**src/rtl/dram_pkg.sv**
```systemverilog
// Shared definitions for the DRAM bank scheduler: command encoding, FSM states
// and default timing.
package dram_pkg;

  localparam logic [1:0] CMD_NOP = 2'b00;
  localparam logic [1:0] CMD_ACT = 2'b01;
  localparam logic [1:0] CMD_RW  = 2'b10;
  localparam logic [1:0] CMD_PRE = 2'b11;

  localparam int DEF_T_RP  = 2;
  localparam int DEF_T_RCD = 2;
  localparam int CNT_W     = 8;

  typedef enum logic [2:0] {
    ST_IDLE     = 3'd0,
    ST_PRE      = 3'd1,
    ST_WAIT_RP  = 3'd2,
    ST_ACT      = 3'd3,
    ST_WAIT_RCD = 3'd4,
    ST_RW       = 3'd5
  } state_t;

  // Command driven on the bus while the FSM sits in a given state.
  function automatic logic [1:0] state_cmd(input state_t st);
    logic [1:0] c;
    case (st)
      ST_PRE:  c = CMD_PRE;
      ST_ACT:  c = CMD_ACT;
      ST_RW:   c = CMD_RW;
      default: c = CMD_NOP;
    endcase
    return c;
  endfunction

endpackage

```
**src/rtl/dram_rr_arbiter.sv**
```systemverilog
// Combinational round-robin arbiter: first requester at or after ptr wins,
// wrapping from the last index back to 0.
module dram_rr_arbiter #(
  parameter  int NUM_OF_REQ = 8,
  localparam int IW         = $clog2(NUM_OF_REQ)
) (
  input  logic [NUM_OF_REQ-1:0] req,
  input  logic [IW-1:0]         ptr,
  output logic [NUM_OF_REQ-1:0] grant,
  output logic [IW-1:0]         grant_idx,
  output logic                  any
);

  logic [IW-1:0] cand_s;

  // Scan from ptr upward; the first pending requester is latched as winner.
  always_comb begin
    grant     = '0;
    grant_idx = '0;
    any       = 1'b0;
    cand_s    = '0;
    for (int i = 0; i < NUM_OF_REQ; i++) begin
      cand_s = IW'((int'(ptr) + i) % NUM_OF_REQ);
      if (!any && req[cand_s]) begin
        any           = 1'b1;
        grant_idx     = cand_s;
        grant[cand_s] = 1'b1;
      end else begin
        any = any;
      end
    end
  end

endmodule

```
**src/rtl/dram_bank_scheduler.sv**
```systemverilog
// Single-outstanding DRAM request scheduler: round-robin pick, open-row
// tracking per bank and PRE/ACT/RW sequencing with tRP/tRCD spacing.
module dram_bank_scheduler
  import dram_pkg::*;
#(
  parameter  int NUM_OF_REQ   = 8,
  parameter  int NUM_OF_BANKS = 8,
  parameter  int NUM_OF_ROWS  = 128,
  parameter  int NUM_OF_COLS  = 8,
  parameter  int T_RP         = DEF_T_RP,
  parameter  int T_RCD        = DEF_T_RCD,
  localparam int BW           = $clog2(NUM_OF_BANKS),
  localparam int RW_          = $clog2(NUM_OF_ROWS),
  localparam int CW           = $clog2(NUM_OF_COLS),
  localparam int IW           = $clog2(NUM_OF_REQ)
) (
  input  logic                     clk,
  input  logic                     rst_b,
  input  logic [NUM_OF_REQ-1:0]    req_valid,
  input  logic [NUM_OF_REQ-1:0]    req_we,
  input  logic [NUM_OF_REQ*BW-1:0] req_bank,
  input  logic [NUM_OF_REQ*RW_-1:0] req_row,
  input  logic [NUM_OF_REQ*CW-1:0] req_col,
  output logic [NUM_OF_REQ-1:0]    req_ready,
  output logic [1:0]               cmd,
  output logic                     cmd_we,
  output logic [BW-1:0]            cmd_bank,
  output logic [RW_-1:0]           cmd_row,
  output logic [CW-1:0]            cmd_col,
  output logic [IW-1:0]            grant_id,
  output logic                     busy
);

  state_t               state_r, state_nxt_s;
  logic [IW-1:0]        rr_ptr_r, win_idx_s, cur_id_s;
  logic [NUM_OF_REQ-1:0] win_oh_s;
  logic                 win_any_s;
  logic [BW-1:0]        bank_r, win_bank_s, cur_bank_s;
  logic [RW_-1:0]       row_r, win_row_s, cur_row_s;
  logic [CW-1:0]        col_r, win_col_s, cur_col_s;
  logic                 we_r, win_we_s, cur_we_s;
  logic [CNT_W-1:0]     cnt_r;
  logic [NUM_OF_BANKS-1:0] open_vld_r;
  logic [RW_-1:0]       open_row_r [NUM_OF_BANKS];

  dram_rr_arbiter #(.NUM_OF_REQ(NUM_OF_REQ)) u_arb (
    .req       (req_valid),
    .ptr       (rr_ptr_r),
    .grant     (win_oh_s),
    .grant_idx (win_idx_s),
    .any       (win_any_s)
  );

  assign win_bank_s = req_bank[int'(win_idx_s)*BW +: BW];
  assign win_row_s  = req_row[int'(win_idx_s)*RW_ +: RW_];
  assign win_col_s  = req_col[int'(win_idx_s)*CW +: CW];
  assign win_we_s   = req_we[win_idx_s];

  // In IDLE the request being decided comes straight from the arbiter.
  assign cur_bank_s = (state_r == ST_IDLE) ? win_bank_s : bank_r;
  assign cur_row_s  = (state_r == ST_IDLE) ? win_row_s  : row_r;
  assign cur_col_s  = (state_r == ST_IDLE) ? win_col_s  : col_r;
  assign cur_we_s   = (state_r == ST_IDLE) ? win_we_s   : we_r;
  assign cur_id_s   = (state_r == ST_IDLE) ? win_idx_s  : grant_id;

  // Next-state decision, including the hit/closed/conflict lookup.
  always_comb begin
    state_nxt_s = state_r;
    case (state_r)
      ST_IDLE: begin
        if (!win_any_s) begin
          state_nxt_s = ST_IDLE;
        end else if (!open_vld_r[win_bank_s]) begin
          state_nxt_s = ST_ACT;
        end else if (open_row_r[win_bank_s] == win_row_s) begin
          state_nxt_s = ST_RW;
        end else begin
          state_nxt_s = ST_PRE;
        end
      end
      ST_PRE:      state_nxt_s = (T_RP > 1) ? ST_WAIT_RP : ST_ACT;
      ST_WAIT_RP:  state_nxt_s = (cnt_r == {CNT_W{1'b0}}) ? ST_ACT : ST_WAIT_RP;
      ST_ACT:      state_nxt_s = (T_RCD > 1) ? ST_WAIT_RCD : ST_RW;
      ST_WAIT_RCD: state_nxt_s = (cnt_r == {CNT_W{1'b0}}) ? ST_RW : ST_WAIT_RCD;
      ST_RW:       state_nxt_s = ST_IDLE;
      default:     state_nxt_s = ST_IDLE;
    endcase
  end

  // FSM state register.
  always_ff @(posedge clk or negedge rst_b) begin
    if (!rst_b) begin
      state_r <= ST_IDLE;
    end else begin
      state_r <= state_nxt_s;
    end
  end

  // Grant bookkeeping, latched request fields and the tRP/tRCD counter.
  always_ff @(posedge clk or negedge rst_b) begin
    if (!rst_b) begin
      rr_ptr_r <= '0;
      bank_r   <= '0;
      row_r    <= '0;
      col_r    <= '0;
      we_r     <= 1'b0;
      grant_id <= '0;
      cnt_r    <= '0;
    end else begin
      if (state_r == ST_IDLE && win_any_s) begin
        bank_r   <= win_bank_s;
        row_r    <= win_row_s;
        col_r    <= win_col_s;
        we_r     <= win_we_s;
        grant_id <= win_idx_s;
        rr_ptr_r <= (win_idx_s == IW'(NUM_OF_REQ-1)) ? {IW{1'b0}} : win_idx_s + 1'b1;
      end
      // The loaded value is only consumed when the matching wait state exists.
      if (state_r == ST_PRE) begin
        cnt_r <= CNT_W'(T_RP - 2);
      end else if (state_r == ST_ACT) begin
        cnt_r <= CNT_W'(T_RCD - 2);
      end else if (cnt_r != {CNT_W{1'b0}}) begin
        cnt_r <= cnt_r - 1'b1;
      end
    end
  end

  // Open-row table: closed on PRE, opened with the new row on ACT.
  always_ff @(posedge clk or negedge rst_b) begin
    if (!rst_b) begin
      open_vld_r <= '0;
      for (int b = 0; b < NUM_OF_BANKS; b++) begin
        open_row_r[b] <= '0;
      end
    end else begin
      if (state_nxt_s == ST_PRE) begin
        open_vld_r[cur_bank_s] <= 1'b0;
      end
      if (state_nxt_s == ST_ACT) begin
        open_vld_r[cur_bank_s] <= 1'b1;
        open_row_r[cur_bank_s] <= cur_row_s;
      end
    end
  end

  // Registered command bus; fields hold unless their command is issued.
  always_ff @(posedge clk or negedge rst_b) begin
    if (!rst_b) begin
      cmd       <= CMD_NOP;
      cmd_we    <= 1'b0;
      cmd_bank  <= '0;
      cmd_row   <= '0;
      cmd_col   <= '0;
      req_ready <= '0;
      busy      <= 1'b0;
    end else begin
      cmd       <= state_cmd(state_nxt_s);
      busy      <= (state_nxt_s != ST_IDLE);
      req_ready <= (state_nxt_s == ST_RW) ? (NUM_OF_REQ'(1'b1) << cur_id_s) : {NUM_OF_REQ{1'b0}};
      if (state_cmd(state_nxt_s) != CMD_NOP) begin
        cmd_bank <= cur_bank_s;
      end
      if (state_nxt_s == ST_ACT) begin
        cmd_row <= cur_row_s;
      end
      if (state_nxt_s == ST_RW) begin
        cmd_col <= cur_col_s;
        cmd_we  <= cur_we_s;
      end
    end
  end

endmodule

```
**config.mk**
```make
export PLATFORM = sky130hd
export DESIGN_NAME = dram_bank_scheduler
export DESIGN_NICKNAME = d
export VERILOG_FILES = /design/src/rtl/dram_pkg.sv /design/src/rtl/dram_rr_arbiter.sv /design/src/rtl/dram_bank_scheduler.sv
export SDC_FILE = /design/constraint.sdc
export NUM_CORES = 1
export LEC_CHECK = 0
export BUFFER_PORTS_ARGS = -buffer_cell sky130_fd_sc_hd__buf_2
export CAP_MARGIN = 10
export CELL_PAD_IN_SITES_DETAIL_PLACEMENT = 1
export CELL_PAD_IN_SITES_GLOBAL_PLACEMENT = 2
export CORE_MARGIN = 2
export CORE_UTILIZATION = 35
export CTS_BUF_LIST = sky130_fd_sc_hd__clkbuf_4
export CTS_CLUSTER_SIZE = 25
export DETAILED_ROUTE_END_ITERATION = 8
export PLACE_DENSITY = 0.85
export SYNTH_ARGS = -nofsm -noshare
export SYNTH_HDL_FRONTEND = slang
export SYNTH_SLANG_ARGS = --single-unit
```
**constraint.sdc**
```tcl
create_clock -name clk -period 7.81 [get_ports clk]
set_input_delay 1.562 -clock clk [delete_from_list [all_inputs] [get_ports clk]]
set_output_delay 1.562 -clock clk [all_outputs]
set_load 0.02 [all_outputs]
```
==> reports/results.ini <==
[detailed_routing]
drc=0
routed_wl_um=25100
vias=7388
drt-pass1-iter-count=5
wl_per_cell_um=18.8
detail_route.vias_per_cell=5.53
drtAntennaViolNets=0
drt-initial-drc-count=410

[synth]
synthFlopType=dfrtp_1
synth_edf_count=0
synthesis.area_sq_um=7950
ys_ff_latch=120
yosys_warnings=0
synth_top_area_share_pct=37.8
synth_largest_area_cell=dfrtp_1
seq_area_frac_synth_pct=37.8
syn_inst=903
async_flop_share_pct=100
syn_area_per_cell_sq_um=8.80
yosysUniqueCellTypes=77
synth_fp_nets=1030
synth_area_leaders=dfrtp_1, nand2_1, mux2_2, nand3_1, o21ai_0

[timing]
slew_headroom_pct=40.9
tightest_slew_ps=887
setup_viol=0
final.min_clock_period_ps=6630
fmax_ghz=0.151
worst_slack_ps=1180
finalCritPeriodShare_pct=84.9
clock_skew_ps=18.6
rsz0062_at_grt=false
finalMaxSlewViolations=0
fin_tns_setup_ps=0
final_hold_viol_count=0

[placement]
dp_hpwl_um=18200
placed_area_sq_um=8970
place.gp.congestion=0.831
io_buffer_count=149
place_ws_ps=720

[setup_path]
crit_type=flop to flop
worstSetupEndpointType=flop
worstSetupStartpointType=flop
cp_max_fo=23
crit_arrival_ps=7060
cp.required_ps=8240

[grt]
grt_pass1_wl_um=41300
grt_max_degree=70
grt-ovfl-total=0
grt_pass1_vias=7709
antenna_found_initial=1
grtUsageTotal_pct=21.6

[clocking]
cts_setup_buffers=0
cts_htree_levels=4
numCtsBuffers=17
cts_resized=0
clockBufferDepth=2
cts_root_buffer=clkbuf_4
clkTransAtPathRegs_ps=110
cts_hold_buf=0
cts_num_sinks=120
insertion_delay_ps=550
cts_tree=built

[cells_and_area]
nNetsFinal=1164
nFillCells=2699
regArea_sq_um=3000
multi_input_area_sq_um=4670
stdcell_area_sq_um=9310
area_delta_synth_final_pct=17.1
drive_gt1_share_pct=28.6

[run]
cap_violations=0

[die]
io_pins=150
rows=55
core_sq_um=22400
die_height_um=155
dieArea_sq_um=23900
fp.dieW_um=155
start_util_pct=35.4

[hold_path]
hold_path.class=flop to flop

[status]
run_status=completed

## critical path: stages, from the launching register on
cell      delay (ps)
dfrtp_1          350
inv_1             40
buf_4            210
ha_1             690
mux4_2           450
mux2i_1          630
a41o_1           310
a31oi_2          330
and3_1           320
o31a_1           290
o21ai_1          130
buf_4            300
nand2_1          300
a211oi_1         330
a311o_1          240
a32oi_2          210
nor2_4           360
nand2_2          230
nor2_4           390
mux2_2           380
## cell usage after synthesis (all sizes together), types with 6 or more instances
cell / n
mux2: 75
a2bb2oi: 8
mux2i: 21
o211ai: 15
and2: 7
clkbuf: 20
a21oi: 26
buf: 33
nand2: 230
or3: 6
a21o: 7
inv: 14
nor2: 44
nor3: 14
dfrtp: 120
a31oi: 9
o21ai: 54
nand3: 82
and3: 8
mux4: 10
## registers in the layout, summed over array words and instances (netlist names), 7 cells and up
name / count
open_row_r: 56
cnt_r: 8
open_vld_r: 8
req_ready: 8
cmd_row: 7
row_r: 7
## per-stage QoR
step                hold slack (ps)  util (%)  cells
floorplan                       446         -    903
global placement                458      40.0   1303
detailed placement              470      40.0   1303
CTS                             493      41.5   1334
global route                    515      41.5   1335
finish                          491      41.5   1335
## layout make-up
type                       count  area share, %
multi-input combinational    716           50.2
sequential                   120           32.3
timing repair buffer         168           9.57
tap                          285           3.83
clock inverter                10           1.90
clock buffer                  21           1.69
inverter                      14          0.565
antenna                        1         0.0269
## cell families (layout without fill, tap and decap cells)
| kind of cell | after synthesis | after routing | share of synthesized area, % |
|---|---|---|---|
| simple gates | 422 | 422 | 24.7 |
| compound gates | 175 | 175 | 15.8 |
| flops | 120 | 120 | 37.8 |
| mux | 106 | 106 | 16.1 |
| buf+inv | 67 | 213 | 3.92 |
| xor+xnor | 8 | 8 | 0.882 |
| fa+ha+maj | 5 | 5 | 0.787 |
| other cells | 0 | 1 | 0 |
## metal layers
metal / track usage [%] / wire length [um] / vias to the layer above
li1: - / - / 3529
met1: 28.2 / 11400 / 3674
met2: 36.8 / 12200 / 149
met3: 3.64 / 880 / 36
met4: 6.92 / 572 / 0
met5: 0 / 0 / -
## worst paths after layout
path                       slack [ps]  cells after the start        endpoint         from
hold / removal                    490                      2        row_r[1]     row_r[1]
setup reg to reg                 1180                     19  open_row_r[14]  rr_ptr_r[0]
min in group asynchronous        1130                      1    req_ready[6]        rst_b
hold reg to reg                   490                      2        row_r[1]     row_r[1]
max in group asynchronous        5420                      2   open_row_r[9]        rst_b
setup / recovery                 1180                     19  open_row_r[14]  rr_ptr_r[0]
## cell usage in the layout, fill, tap and decap left out, drive strengths merged, types with 5 or more instances in the layout
cell,instances
a21o,7
a21oi,26
a2bb2oi,8
a311o,5
a31oi,9
and2,7
and3,8
buf,168
bufinv,5
clkbuf,21
dfrtp,120
ha,5
inv,14
mux2,75
mux2i,21
mux4,10
nand2,230
nand3,82
nor2,44
nor2b,5
nor3,14
o211a,5
o211ai,15
o21ai,54
o31ai,5
o32ai,5
or3,6
xnor2,5
Power is left out: the tool's default activity adds up to more than one toggle a clock period on the data nets, which glitch-free logic cannot reach.
